--- src/rtl/trdb_packet_sched.sv ---
// Packet scheduler: arbitrates trace, periodic resync and software requests into a
// single registered output slot with a valid/ready handshake and loss accounting.
module trdb_packet_sched #(
    parameter int PAYLOAD_W = 64,
    parameter int CNT_W     = 16,
    parameter int LOST_W    = 8
) (
    input  logic                 clk_i,
    input  logic                 rst_ni,
    input  logic                 enable_i,
    input  logic                 instr_valid_i,
    input  logic [CNT_W-1:0]     resync_period_i,
    input  logic [PAYLOAD_W-1:0] resync_payload_i,
    input  logic                 trace_valid_i,
    input  logic [1:0]           trace_format_i,
    input  logic [1:0]           trace_subformat_i,
    input  logic [PAYLOAD_W-1:0] trace_payload_i,
    input  logic                 sw_valid_i,
    input  logic [PAYLOAD_W-1:0] sw_payload_i,
    output logic                 sw_ready_o,
    output logic                 pkt_valid_o,
    input  logic                 pkt_ready_i,
    output logic [1:0]           pkt_format_o,
    output logic [1:0]           pkt_subformat_o,
    output logic [PAYLOAD_W-1:0] pkt_payload_o,
    output logic [1:0]           pkt_src_o,
    output logic [LOST_W-1:0]    lost_cnt_o,
    output logic                 overflow_o
);

    localparam logic [1:0] F_ADDR_ONLY = 2'h2;
    localparam logic [1:0] F_SYNC      = 2'h3;
    localparam logic [1:0] SF_START    = 2'h0;
    localparam logic [1:0] SF_CONTEXT  = 2'h2;
    localparam logic [1:0] SF_UNDEF    = 2'h3;

    localparam logic [1:0] SRC_TRACE  = 2'd0;
    localparam logic [1:0] SRC_RESYNC = 2'd1;
    localparam logic [1:0] SRC_SW     = 2'd2;

    typedef enum logic {EMPTY, FULL} slot_state_t;

    slot_state_t        state, state_next;
    logic               slot_free;
    logic               load_trace, load_resync, load_sw, load_any;
    logic               sync_load, trace_drop;
    logic               resync_pending, pending_next;
    logic [CNT_W-1:0]   resync_cnt, cnt_next;

    always_ff @(posedge clk_i or negedge rst_ni) begin
        if (!rst_ni) state <= EMPTY;
        else         state <= state_next;
    end

    // Arbitration: an unstallable trace request always wins, then resync, then software.
    always_comb begin
        state_next  = state;
        slot_free   = (state == EMPTY) || pkt_ready_i;
        load_trace  = enable_i && slot_free && trace_valid_i;
        load_resync = enable_i && slot_free && !trace_valid_i && resync_pending;
        sw_ready_o  = enable_i && slot_free && !trace_valid_i && !resync_pending;
        load_sw     = sw_ready_o && sw_valid_i;
        load_any    = load_trace || load_resync || load_sw;
        trace_drop  = enable_i && trace_valid_i && !slot_free;
        sync_load   = load_resync || load_sw || (load_trace && (trace_format_i == F_SYNC));
        case (state)
            EMPTY:   if (load_any) state_next = FULL;
            FULL:    if (pkt_ready_i && !load_any) state_next = EMPTY;
            default: state_next = EMPTY;
        endcase
    end

    assign pkt_valid_o = (state == FULL);

    always_ff @(posedge clk_i or negedge rst_ni) begin
        if (!rst_ni) begin
            pkt_format_o    <= F_ADDR_ONLY;
            pkt_subformat_o <= SF_UNDEF;
            pkt_payload_o   <= '0;
            pkt_src_o       <= SRC_TRACE;
        end else if (load_trace) begin
            pkt_format_o    <= trace_format_i;
            pkt_subformat_o <= trace_subformat_i;
            pkt_payload_o   <= trace_payload_i;
            pkt_src_o       <= SRC_TRACE;
        end else if (load_resync) begin
            pkt_format_o    <= F_SYNC;
            pkt_subformat_o <= SF_START;
            pkt_payload_o   <= resync_payload_i;
            pkt_src_o       <= SRC_RESYNC;
        end else if (load_sw) begin
            pkt_format_o    <= F_SYNC;
            pkt_subformat_o <= SF_CONTEXT;
            pkt_payload_o   <= sw_payload_i;
            pkt_src_o       <= SRC_SW;
        end
    end

    // The counter parks at the period until a sync packet restarts it; a drop always re-arms.
    always_comb begin
        cnt_next     = resync_cnt;
        pending_next = resync_pending;
        if (!enable_i) begin
            cnt_next     = '0;
            pending_next = 1'b0;
        end else begin
            if (sync_load) begin
                cnt_next     = '0;
                pending_next = 1'b0;
            end else if (instr_valid_i && (resync_period_i != '0) && (resync_cnt < resync_period_i)) begin
                cnt_next = resync_cnt + 1'b1;
            end
            if (!sync_load && (resync_period_i != '0) && (cnt_next >= resync_period_i))
                pending_next = 1'b1;
            if (trace_drop)
                pending_next = 1'b1;
        end
    end

    always_ff @(posedge clk_i or negedge rst_ni) begin
        if (!rst_ni) begin
            resync_cnt     <= '0;
            resync_pending <= 1'b0;
            lost_cnt_o     <= '0;
            overflow_o     <= 1'b0;
        end else begin
            resync_cnt     <= cnt_next;
            resync_pending <= pending_next;
            if (!enable_i) begin
                lost_cnt_o <= '0;
                overflow_o <= 1'b0;
            end else if (trace_drop) begin
                overflow_o <= 1'b1;
                if (lost_cnt_o != '1) lost_cnt_o <= lost_cnt_o + 1'b1;
            end
        end
    end

endmodule

--- config.mk ---
export PLATFORM = sky130hd
export DESIGN_NAME = trdb_packet_sched
export DESIGN_NICKNAME = d
export VERILOG_FILES = /design/src/rtl/trdb_packet_sched.sv
export SDC_FILE = /design/constraint.sdc
export NUM_CORES = 1
export LEC_CHECK = 0
export CAP_MARGIN = 20
export CELL_PAD_IN_SITES_DETAIL_PLACEMENT = 0
export CELL_PAD_IN_SITES_GLOBAL_PLACEMENT = 1
export CORE_AREA = 2 2 131 165
export DETAILED_ROUTE_END_ITERATION = 10
export DIE_AREA = 0 0 133 167
export PLACE_DENSITY = 0.79
export REMOVE_ABC_BUFFERS = 1
export SLEW_MARGIN = 20
export SYNTH_ARGS = -nofsm -noshare
export SYNTH_HDL_FRONTEND = slang
export SYNTH_SLANG_ARGS = --single-unit
export TNS_END_PERCENT = 5
--- constraint.sdc ---
create_clock -name clk_i -period 4.8 [get_ports clk_i]
set_input_delay 0.96 -clock clk_i [delete_from_list [all_inputs] [get_ports clk_i]]
set_output_delay 0.96 -clock clk_i [all_outputs]
set_load 0.03 [all_outputs]
# [Yosys cells after proc, flatten, opt, wreduce, memory -nomap -nowiden]
# Cells that the tools add are included.
# Widths: inputs -> output; s select.
[op_classes] mux=27 bitwise=1 addsub=2 n_reduce_logical=27 magnitude_cmp=2 n_eq_ne=5
[ops] op="$mux 64" n=3
[ops] op="$mux 16" n=4
[ops] op="$mux 8" n=3
[ops] op="$add 16x1->16 const B" n=1
[ops] op="$ge 16x16->1" n=1
[ops] op="$lt 16x16->1" n=1
[ops] op="$mux 2" n=8
[ops] op="$reduce_bool 16->1" n=1
[ops] op="$logic_and 1x1->1" n=14
[ops] op="$add 8x1->8 const B" n=1
[ops] op="$mux 1" n=8
[ops] op="$ne 8x8->1 const B" n=1
[ops] op="$logic_not 1->1" n=5
[ops] op="$logic_or 1x1->1" n=5
[ops] op="$ne 2x1->1 const B" n=2
[ops] op="$ne 4x1->1 const B" n=1
[ops] op="$reduce_bool 3->1" n=1
[ops] op="$eq 2x2->1 const B" n=1
[ops] op="$pmux 1 s2" n=1
[ops] op="$reduce_and 2->1" n=1
[ops] op="$not 1->1" n=1
[word_totals] output_inout_bits=81 elab_cells=73 ff_bits=97 inputBits=219

# [Longest topological paths before layout]
# Gate-level depths: netlist (run 1).
[logic_depth] ltp_word=15 depth_mapped=16 ltp_nobuf=15

# [Worst setup path after synthesis (run 1)]
# OpenSTA, ideal clock, no wires.
[synth_timing] path_type="in2reg" start="input resync_period_i[15]" end="register resync_pending" t_arrival_ns=4.007 t_required_ns=4.661 cell_stages=16 slack_ns=0.654 path_buffers=1 path_cell_list="inv_1 -> ha_1 -> nand4_1 -> or4_1 -> o311ai_1 -> buf_2 -> nor4_1 -> xnor2_1 -> nor2_1 -> ha_1 -> a21o_1 -> a21o_1 -> a21oi_1 -> nor2_1 -> a2111oi_0 -> a211oi_1"
[synth_between] elab_chain_cells=11 word_cells_on_any_way=14 cone_classes="order compare (2); eq/ne (1); mux (6); reduce/logical (5)"
[synth_rtl] element="from (decl)" line_no="12" rtl="input logic [CNT_W-1:0] resync_period_i,"
[synth_rtl] element="parallel branches: the longest is 7 deep, another holds $lt 16x16->1"
[synth_rtl] element="$logic_and 1x1->1 (*)" line_no="113" rtl="if (!sync_load && (resync_period_i != '0) && (cnt_next >= resync_period_i))"
[synth_rtl] element="$mux 1" line_no="113"
[synth_rtl] element="$mux 1" line_no="115" rtl="if (trace_drop)"
[synth_rtl] element="$mux 1" line_no="103" rtl="if (!enable_i) begin"
[synth_rtl] element="to (signal assigned)" line_no="128" rtl="resync_pending <= pending_next;"
[synth_rtl] element="to (decl)" line_no="47" rtl="logic resync_pending, pending_next;"
# Mark *: on every way between the ends. The select of a mux whose other input is x is not followed.
# A chain may end at the register's enable or synchronous reset.

# [Worst setup path in the final report (run 1)]
# Ends and elaborated chain as after synthesis.

==> results of run 1 <==
state kept, by name (all words and copies together), names as in the netlist:
register and cells:
resync_cnt 16, pkt_format_o 2, pkt_src_o 2, overflow_o 1, pkt_valid_o 1, resync_pending 1, lost_cnt_o 8, pkt_payload_o 64
pkt_subformat_o 2
cells in the mapped netlist, types with 3 or more instances:
cell type,number,area share [%]
a21o_1,8,1.1
a21oi_1,10,0.88
a22oi_1,62,8.2
a31oi_1,62,6.8
and2_1,3,0.33
and3_1,5,0.55
buf_1,3,0.20
buf_2,10,0.88
clkbuf_1,29,1.9
dfrtp_1,94,41
dfstp_2,3,1.4
ha_1,33,7.3
inv_1,16,1.1
mux2i_1,3,0.53
nand2_1,91,6.0
nand2b_1,4,0.44
nand3_1,12,1.1
nand4_1,10,1.1
nor2_1,100,6.6
nor3_1,3,0.26
nor4_1,14,1.5
o211ai_1,8,1.1
o21a_1,3,0.40
o21ai_0,4,0.35
or4_1,7,0.92
xnor2_1,16,2.5
xor2_1,3,0.46
through the flow:
| step | instances | power, mW | TNS, ps | setup WS, ps | util, % |
|---|---|---|---|---|---|
| floorplan | 601 | 1.583 | -72460 | -1124 | - |
| global placement | 1196 | 2.182 | 0 | 40.31 | 43.91 |
| detailed placement | 1196 | 2.190 | -21.25 | -21.25 | 43.91 |
| CTS | 1212 | 2.917 | 0 | 328.8 | 45.27 |
| global route | 1213 | 3.027 | 0 | 13.15 | 45.28 |
| finish | 1213 | 2.873 | 0 | 272.3 | 45.28 |
metal layers:
| metal | vias to the layer above | wire length, microns |
|---|---|---|
| li1 | 2927 | - |
| met1 | 2767 | 8687 |
| met2 | 206 | 10670 |
| met3 | 23 | 1710 |
| met4 | 0 | 403 |
| met5 | - | 0 |
logic make-up after synthesis:
family,count (synthesis),synth area share (%)
compound gates,173,21.63
xor+xnor,19,2.929
fa+ha+maj,33,7.267
buf+inv,60,4.316
flops,97,42.79
mux,3,0.5285
simple gates,259,20.55
how the worst min path moves through the flow:
stage / from / end / slack (ps)
2_1_floorplan: resync_cnt[15]$_DFF_PN0_ / resync_cnt[15]$_DFF_PN0_ / 530
3_3_place_gp: pkt_payload_o[61]$_DFFE_PN0P_ / pkt_payload_o[61]$_DFFE_PN0P_ / 450
3_5_place_dp: pkt_payload_o[62]$_DFFE_PN0P_ / pkt_payload_o[62]$_DFFE_PN0P_ / 460
4_1_cts: rst_ni / resync_cnt[5]$_DFF_PN0_ / 410
5_1_grt: rst_ni / pkt_payload_o[49]$_DFFE_PN0P_ / 410
6_report: rst_ni / pkt_payload_o[49]$_DFFE_PN0P_ / 420
report_power, final:
group / internal (mW) / switching, mW / total [mW]
combinational: 0.519 / 0.603 / 1.12
sequential: 0.961 / 0.0797 / 1.04
clock: 0.369 / 0.341 / 0.710
total: 1.85 / 1.02 / 2.87
cell type report:
| class | count | area, sq um | share of cell area [%] |
|---|---|---|---|
| antenna | 1 | 2.502 | 0.02683 |
| clock buffer | 11 | 242.7 | 2.603 |
| clock inverter | 5 | 37.54 | 0.4025 |
| inverter | 17 | 63.81 | 0.6842 |
| multi-input combinational | 487 | 3025 | 32.44 |
| sequential | 97 | 2431 | 26.07 |
| tap | 274 | 342.8 | 3.676 |
| timing repair buffer | 321 | 3181 | 34.10 |
==> summary.md, run 1 <==
| Metric | Value |
|---|---|
| Fillers | `2,004` |
| Power per Cell Area | `308.1 mW/mm^2` |
| WL/cell | `17.70 microns` |
| Worst r2r src | `resync_cnt[13]$_DFF_PN0_` |
| Die area | `0.02221 sq mm` |
| Tcrit/Tclk final | `94.33%` |
| Number of buffers created by CTS | `9` |
| Unrepaired setup endpoints after global routing | `no` |
| Max cap viols | `0` |
| I/O pins | `300` |
| Synthesized area per cell | `just under 9 sq um` |
| DR pass1 iterations | `4` |
| Rows | `59` |
| Post-DP Area | `between 0.009 and 0.01 sq mm` |
| Vias per inst | `4.883` |
| GRT overflow | `0` |
| Critical Path End Type | `flop` |
| Maximum clock rate | `roughly 220 MHz` |
| Commonest non-fill, non-tap cells in the layout | `clkdlybuf4s50_1, nor2_1, dfrtp_1` |
| Finish-stage setup viols | `0` |
| DR vias | `5,923` |
| Rel. slew slack | `between 40% and 50%` |
| Final Hold Fails | `0` |
| Core area | `about 0.021 sq mm` |
| Register area share after synthesis | `between 40% and 50%` |
| Setup crit end | `resync_pending$_DFFE_PN0P_` |
| CP Cell Sequence | `clkdlybuf4s50_1 -> inv_1 -> ha_1 -> nand4_1 -> or4_1 -> o311ai_1 -> buf_4 -> nor4_1 -> xnor2_1 -> nor2_1 -> ha_1 -> a21o_1 -> a21o_1 -> a21oi_1 -> nor2_1 -> a2111oi_0 -> a211oi_1` |
| Reg2reg end | `resync_pending$_DFFE_PN0P_` |
| Layout cells sized above 1 | `5.330%` |
| Worst R2R Setup Slack | `about 960 ps` |
| Arrival time worst endpoint | `4750 ps` |
| GP Congestion | `0.8486` |
| Final min period | `4528 ps` |
| Top FF cell, synth | `dfrtp_1` |
| Synthesized instance count | `644` |
| CTS root buf | `clkbuf_16` |
| Die Ht | `167 microns` |
| Slowest cell on the critical path | `or4_1` |
| Worst-Margin Slew | `approximately 890 ps` |
| Yosys reg bits | `97` |
| Worst Path Buf+Inv | `3` |
| Fin Clk Skew | `9.226 ps` |
| Met2 Use GR | `about a third` |
| Pleak | `3.891 nW` |
| Slowest cell delay on critical path | `550 ps` |
| HPWL after detailed placement | `between 15 and 20 mm` |
| CTS Buffer Depth | `2` |
| Crit path from | `resync_period_i[15]` |
| First-pass GRT wire length | `33.87 mm` |
| Worst-path clk slew | `70 ps` |
| Reg2reg path depth | `15` |
| Yosys warnings | `0` |
| Htree depth | `3` |
| Post_cts resized | `0` |
| Clk Latency, worst-skew pair | `360 ps` |
| Final ANT Viol Nets | `0` |
| Pin count of the biggest net entering global routing | `125` |
| Max FO, Critical Path | `7` |
| Chip width | `133 microns` |
| Initial antenna violation count | `1` |
| GRT Total Usage | `19.51%` |
| Area growth syn-to-layout | `64.15%` |
| Run status | `finished, final reports clean` |
| DRC errors left | `0` |
| CTS tree | `yes` |
| GR Layer Usage met1 | `22.91%` |
| Crit path launch type | `input port` |
| Commonest non-fill, non-tap cell in the layout | `clkdlybuf4s50_1` |
| Worst EP required | `5020 ps` |
| Post-CTS Hold Fix Bufs | `0` |
| PortBufs | `approximately 300` |
| Worst path depth | `17` |
| Post-synth ARST share | `between 90% and 100%` |
| Final Max Tran Viols | `0` |
| CTS sink count | `97` |
| Hold Worst Slack | `~420 ps` |
| Netlist cell types | `48` |
| Design area | `0.009326 sq mm` |
| Setup CP Type | `input port to flop` |
| Max IR drop VDD | `180.6 uV` |
| GR peak layer | `met2` |
| Vias in the first global route | `6,094` |
| Postcts setup bufs | `0` |
| EDFF count, synth | `0` |
| 1st-iter DRT viols | `331` |
| Mapped cell area | `0.005682 sq mm` |
| Initial Util | `27.59%` |
| Delay-heaviest family, CP | `compound AO/OA/AOI/OAI gates` |
| Met3 GRT Util | `6.423%` |
| Final nets | `1,185` |
| Hold WC Path Type | `input port to async pin` |
| Detailed Route WL | `roughly 21 mm` |
Note: power is estimated with default switching activity, not from simulation.
==> inputs of run 2 (changes only) <==
--- a/config.mk
+++ b/config.mk
@@ -8,9 +8,9 @@
 export CAP_MARGIN = 20
 export CELL_PAD_IN_SITES_DETAIL_PLACEMENT = 0
 export CELL_PAD_IN_SITES_GLOBAL_PLACEMENT = 1
-export CORE_AREA = 2 2 131 165
+export CORE_AREA = 2 2 146 148
 export DETAILED_ROUTE_END_ITERATION = 10
-export DIE_AREA = 0 0 133 167
+export DIE_AREA = 0 0 148 150
 export PLACE_DENSITY = 0.79
 export REMOVE_ABC_BUFFERS = 1
 export SLEW_MARGIN = 20
==> run 2 against run 1 <==
Effect of this change:
- hold slack gained 58 ps
- clock skew is 1.0 ps higher
- critical path depth decreased by 2
- final area is 0.35% lower
- largest cell class unchanged
- critical path type unchanged
- sequential cell count unchanged
- maximum frequency increased by 0.75%
- critical endpoint unchanged
==> summary.md, run 2 (synthesized netlist as in run 1, its figures left out) <==
| Metric | Value |
|---|---|
| Area growth syn-to-layout | `63.58%` |
| Initial antenna violation count | `0 (-1)` |
| DRC errors left | `0 (unchanged)` |
| CTS sink count | `97 (unchanged)` |
| Slowest cell delay on critical path | `500 ps (-50 ps)` |
| WL/cell | `17.48 microns (-1.2%)` |
| Unrepaired setup endpoints after global routing | `no` |
| Worst EP required | `5010 ps (about the same)` |
| Final min period | `4494 ps (-33.50 ps)` |
| Maximum clock rate | `222.5 MHz (+0.75%)` |
| DR pass1 iterations | `6 (+2)` |
| Post-DP Area | `0.009025 sq mm (-0.21%)` |
| Max FO, Critical Path | `12 (+5)` |
| Hold depth | `2` |
| Worst r2r src | `resync_cnt[14]$_DFF_PN0_` |
| GRT overflow | `0 (unchanged)` |
| Max cap viols | `0 (unchanged)` |
| WL met2 | `10.40 mm (-2.5%)` |
| Worst-Margin Slew | `1088 ps (+202.0 ps)` |
| First-pass GRT wire length | `32.98 mm (-2.6%)` |
| Layout cells sized above 1 | `5.229% (-0.10 points)` |
| CTS root buf | `clkbuf_16` |
| Initial Util | `27.46% (-0.13 points)` |
| Combinational share of power | `39.5% (+0.4 points)` |
| Switching pwr | `1.002 mW (-2.1%)` |
| Setup TNS | `0 ps (unchanged)` |
| Wire length on met1 | `8.622 mm (-0.75%)` |
| Vias in the first global route | `6,024 (-1.1%)` |
| Reg2reg end | `resync_pending$_DFFE_PN0P_` |
| Final nets | `1,185 (unchanged)` |
| Critical Path End Type | `flop` |
| Commonest non-fill, non-tap cells in the layout | `clkdlybuf4s50_1, nor2_1, dfrtp_1` |
| Pleak | `3.882 nW (-0.25%)` |
| CTS tree | `yes` |
| Final Max Tran Viols | `0 (unchanged)` |
| HP Start | `pkt_payload_o[62]$_DFFE_PN0P_` |
| Reg2reg path depth | `15 (unchanged)` |
| Hold WC Path Type | `flop to flop` |
| Chip width | `148 microns (+11%)` |
| Max reg flops | `64 (unchanged)` |
| Setup CP Type | `input port to flop` |
| Run status | `finished, final reports clean` |
| Finish-stage setup viols | `0 (unchanged)` |
| Slowest cell on the critical path | `clkdlybuf4s50_1` |
| Crit path launch type | `input port` |
| Design area | `0.009294 sq mm (-0.35%)` |
| Total power | `2.830 mW (-1.5%)` |
| Number of buffers created by CTS | `9 (unchanged)` |
| Pin count of the biggest net entering global routing | `69 (-45%)` |
| Vias per inst | `4.870 (-0.26%)` |
| Largest Register | `pkt_payload_o` |
| Metal3 WL | `1.794 mm (+4.9%)` |
| Rows | `53 (-10%)` |
| PortBufs | `299 (unchanged)` |
| Antenna fix cells | `0 (-1)` |
| Worst R2R Setup Slack | `1030 ps (+70 ps)` |
| Post-CTS Hold Fix Bufs | `0 (unchanged)` |
| Share of power burned in registers | `36.9% (+0.7 points)` |
| Fin Clk Skew | `10.25 ps (+1.022 ps)` |
| Final Hold Fails | `0 (unchanged)` |
| Die Ht | `150 microns (-10%)` |
| Net Sw Frac | `35.40% (-0.23 points)` |
| CTS Buffer Depth | `2 (unchanged)` |
| Clk Latency, worst-skew pair | `350 ps (about the same)` |
| Max IR drop VDD | `189.4 uV (+4.9%)` |
| Worst-path clk slew | `70 ps (about the same)` |
| Worst Hold End | `pkt_payload_o[62]$_DFFE_PN0P_` |
| Hold Worst Slack | `482.3 ps (+57.75 ps)` |
| CP Cell Sequence | `clkdlybuf4s50_1 -> inv_1 -> ha_1 -> a2111oi_4 -> o311ai_1 -> buf_4 -> or3_4 -> buf_4 -> or4_1 -> nand2_1 -> ha_1 -> a21o_1 -> a21o_1 -> a2111oi_1 -> a211oi_1` |
| Rel. slew slack | `27.29% (-14 points)` |
| Tcrit/Tclk final | `93.63% (-0.70 points)` |
| GRT Total Usage | `19.09% (-0.41 points)` |
| Clock power frac | `23.5% (-1.2 points)` |
| 1st-iter DRT viols | `261 (-21%)` |
| Core area | `0.02069 sq mm (+0.46%)` |
| Final core occ | `44.92% (-0.36 points)` |
| Delay-heaviest family, CP | `compound AO/OA/AOI/OAI gates` |
| Arrival time worst endpoint | `4710 ps (-40 ps)` |
| Power per Cell Area | `304.5 mW/mm^2 (-1.2%)` |
| Commonest non-fill, non-tap cell in the layout | `clkdlybuf4s50_1` |
| I/O pins | `300 (unchanged)` |
| Worst Path Buf+Inv | `4 (+1)` |
| Htree depth | `3 (unchanged)` |
| Top flop regs | `pkt_payload_o x64, resync_cnt x16, lost_cnt_o x8` |
| Die area | `0.02220 sq mm (about the same)` |
| Top layer in use | `met4` |
| Detailed Route WL | `21.19 mm (-1.3%)` |
| GP Congestion | `0.8143 (-4.0%)` |
| HPWL after detailed placement | `16.24 mm (+0.54%)` |
| Int Pwr | `1.828 mW (-1.2%)` |
| DR vias | `5,903 (-0.34%)` |
| Final ANT Viol Nets | `0 (unchanged)` |
## run 2: worst register-to-register path, cell delays in order, from the launching register on
cell,delay [ps]
dfrtp_1,450
ha_1,330
nand4_1,140
or4_1,540
o311ai_1,270
buf_4,210
nor4_1,70
xnor2_1,220
nor2_1,60
ha_1,290
a21o_1,190
a21o_1,170
a21oi_1,180
nor2_1,60
a2111oi_1,330
a211oi_1,130
## run 2: power groups by stage
stage / logic, mW / clock network, mW / registers [mW]
after CTS: 1.13 / 0.696 / 1.05
after floorplan: 0.250 / 0 / 1.33
after global routing: 1.20 / 0.727 / 1.07
after global placement: 1.13 / 0 / 1.05
final: 1.12 / 0.666 / 1.04
after detailed placement: 1.13 / 0 / 1.06
## run 2: worst max path at each step
stage / slack (ps) / depth (start not counted) / startpoint / endpoint
floorplan: -1120 / 5 / trace_valid_i / pkt_payload_o[61]$_DFFE_PN0P_
global placement: -3 / 17 / resync_period_i[15] / resync_pending$_DFFE_PN0P_
finish: 310 / 15 / resync_period_i[1] / resync_pending$_DFFE_PN0P_
detailed placement: -50 / 15 / resync_period_i[1] / resync_pending$_DFFE_PN0P_
global route: 20 / 17 / resync_period_i[15] / resync_pending$_DFFE_PN0P_
CTS: 300 / 17 / resync_period_i[15] / resync_pending$_DFFE_PN0P_
## run 2: repair_timing
item,4_1_cts,5_1_grt
resized for setup,0,1
hold endpoints to repair,0,0
buffers inserted,0,1
setup endpoints to repair,0,1
## run 2: final cells by class
type / count / area, sq um
Fill cell: 2037 / 11400
Timing Repair Buffer: 321 / 3168
Multi-Input combinational cell: 487 / 3027
Sequential cell: 97 / 2431
Tap cell: 275 / 344.1
Clock buffer: 10 / 229.0
Inverter: 17 / 63.81
Clock inverter: 5 / 31.28
## run 2: stage by stage
step / setup WS [ps] / instances
global placement: -2.830 / 1196
CTS: 304.4 / 1211
global route: 16.52 / 1212
floorplan: -1124 / 601
finish: 305.8 / 1212
detailed placement: -52.48 / 1196
## run 2: layer usage
metal | global-route usage [%] | vias to the layer above
met1 | 22.33 | 2769
met4 | 5.667 | 0
met2 | 32.92 | 182
met5 | 0 | -
li1 | - | 2927
met3 | 6.829 | 25
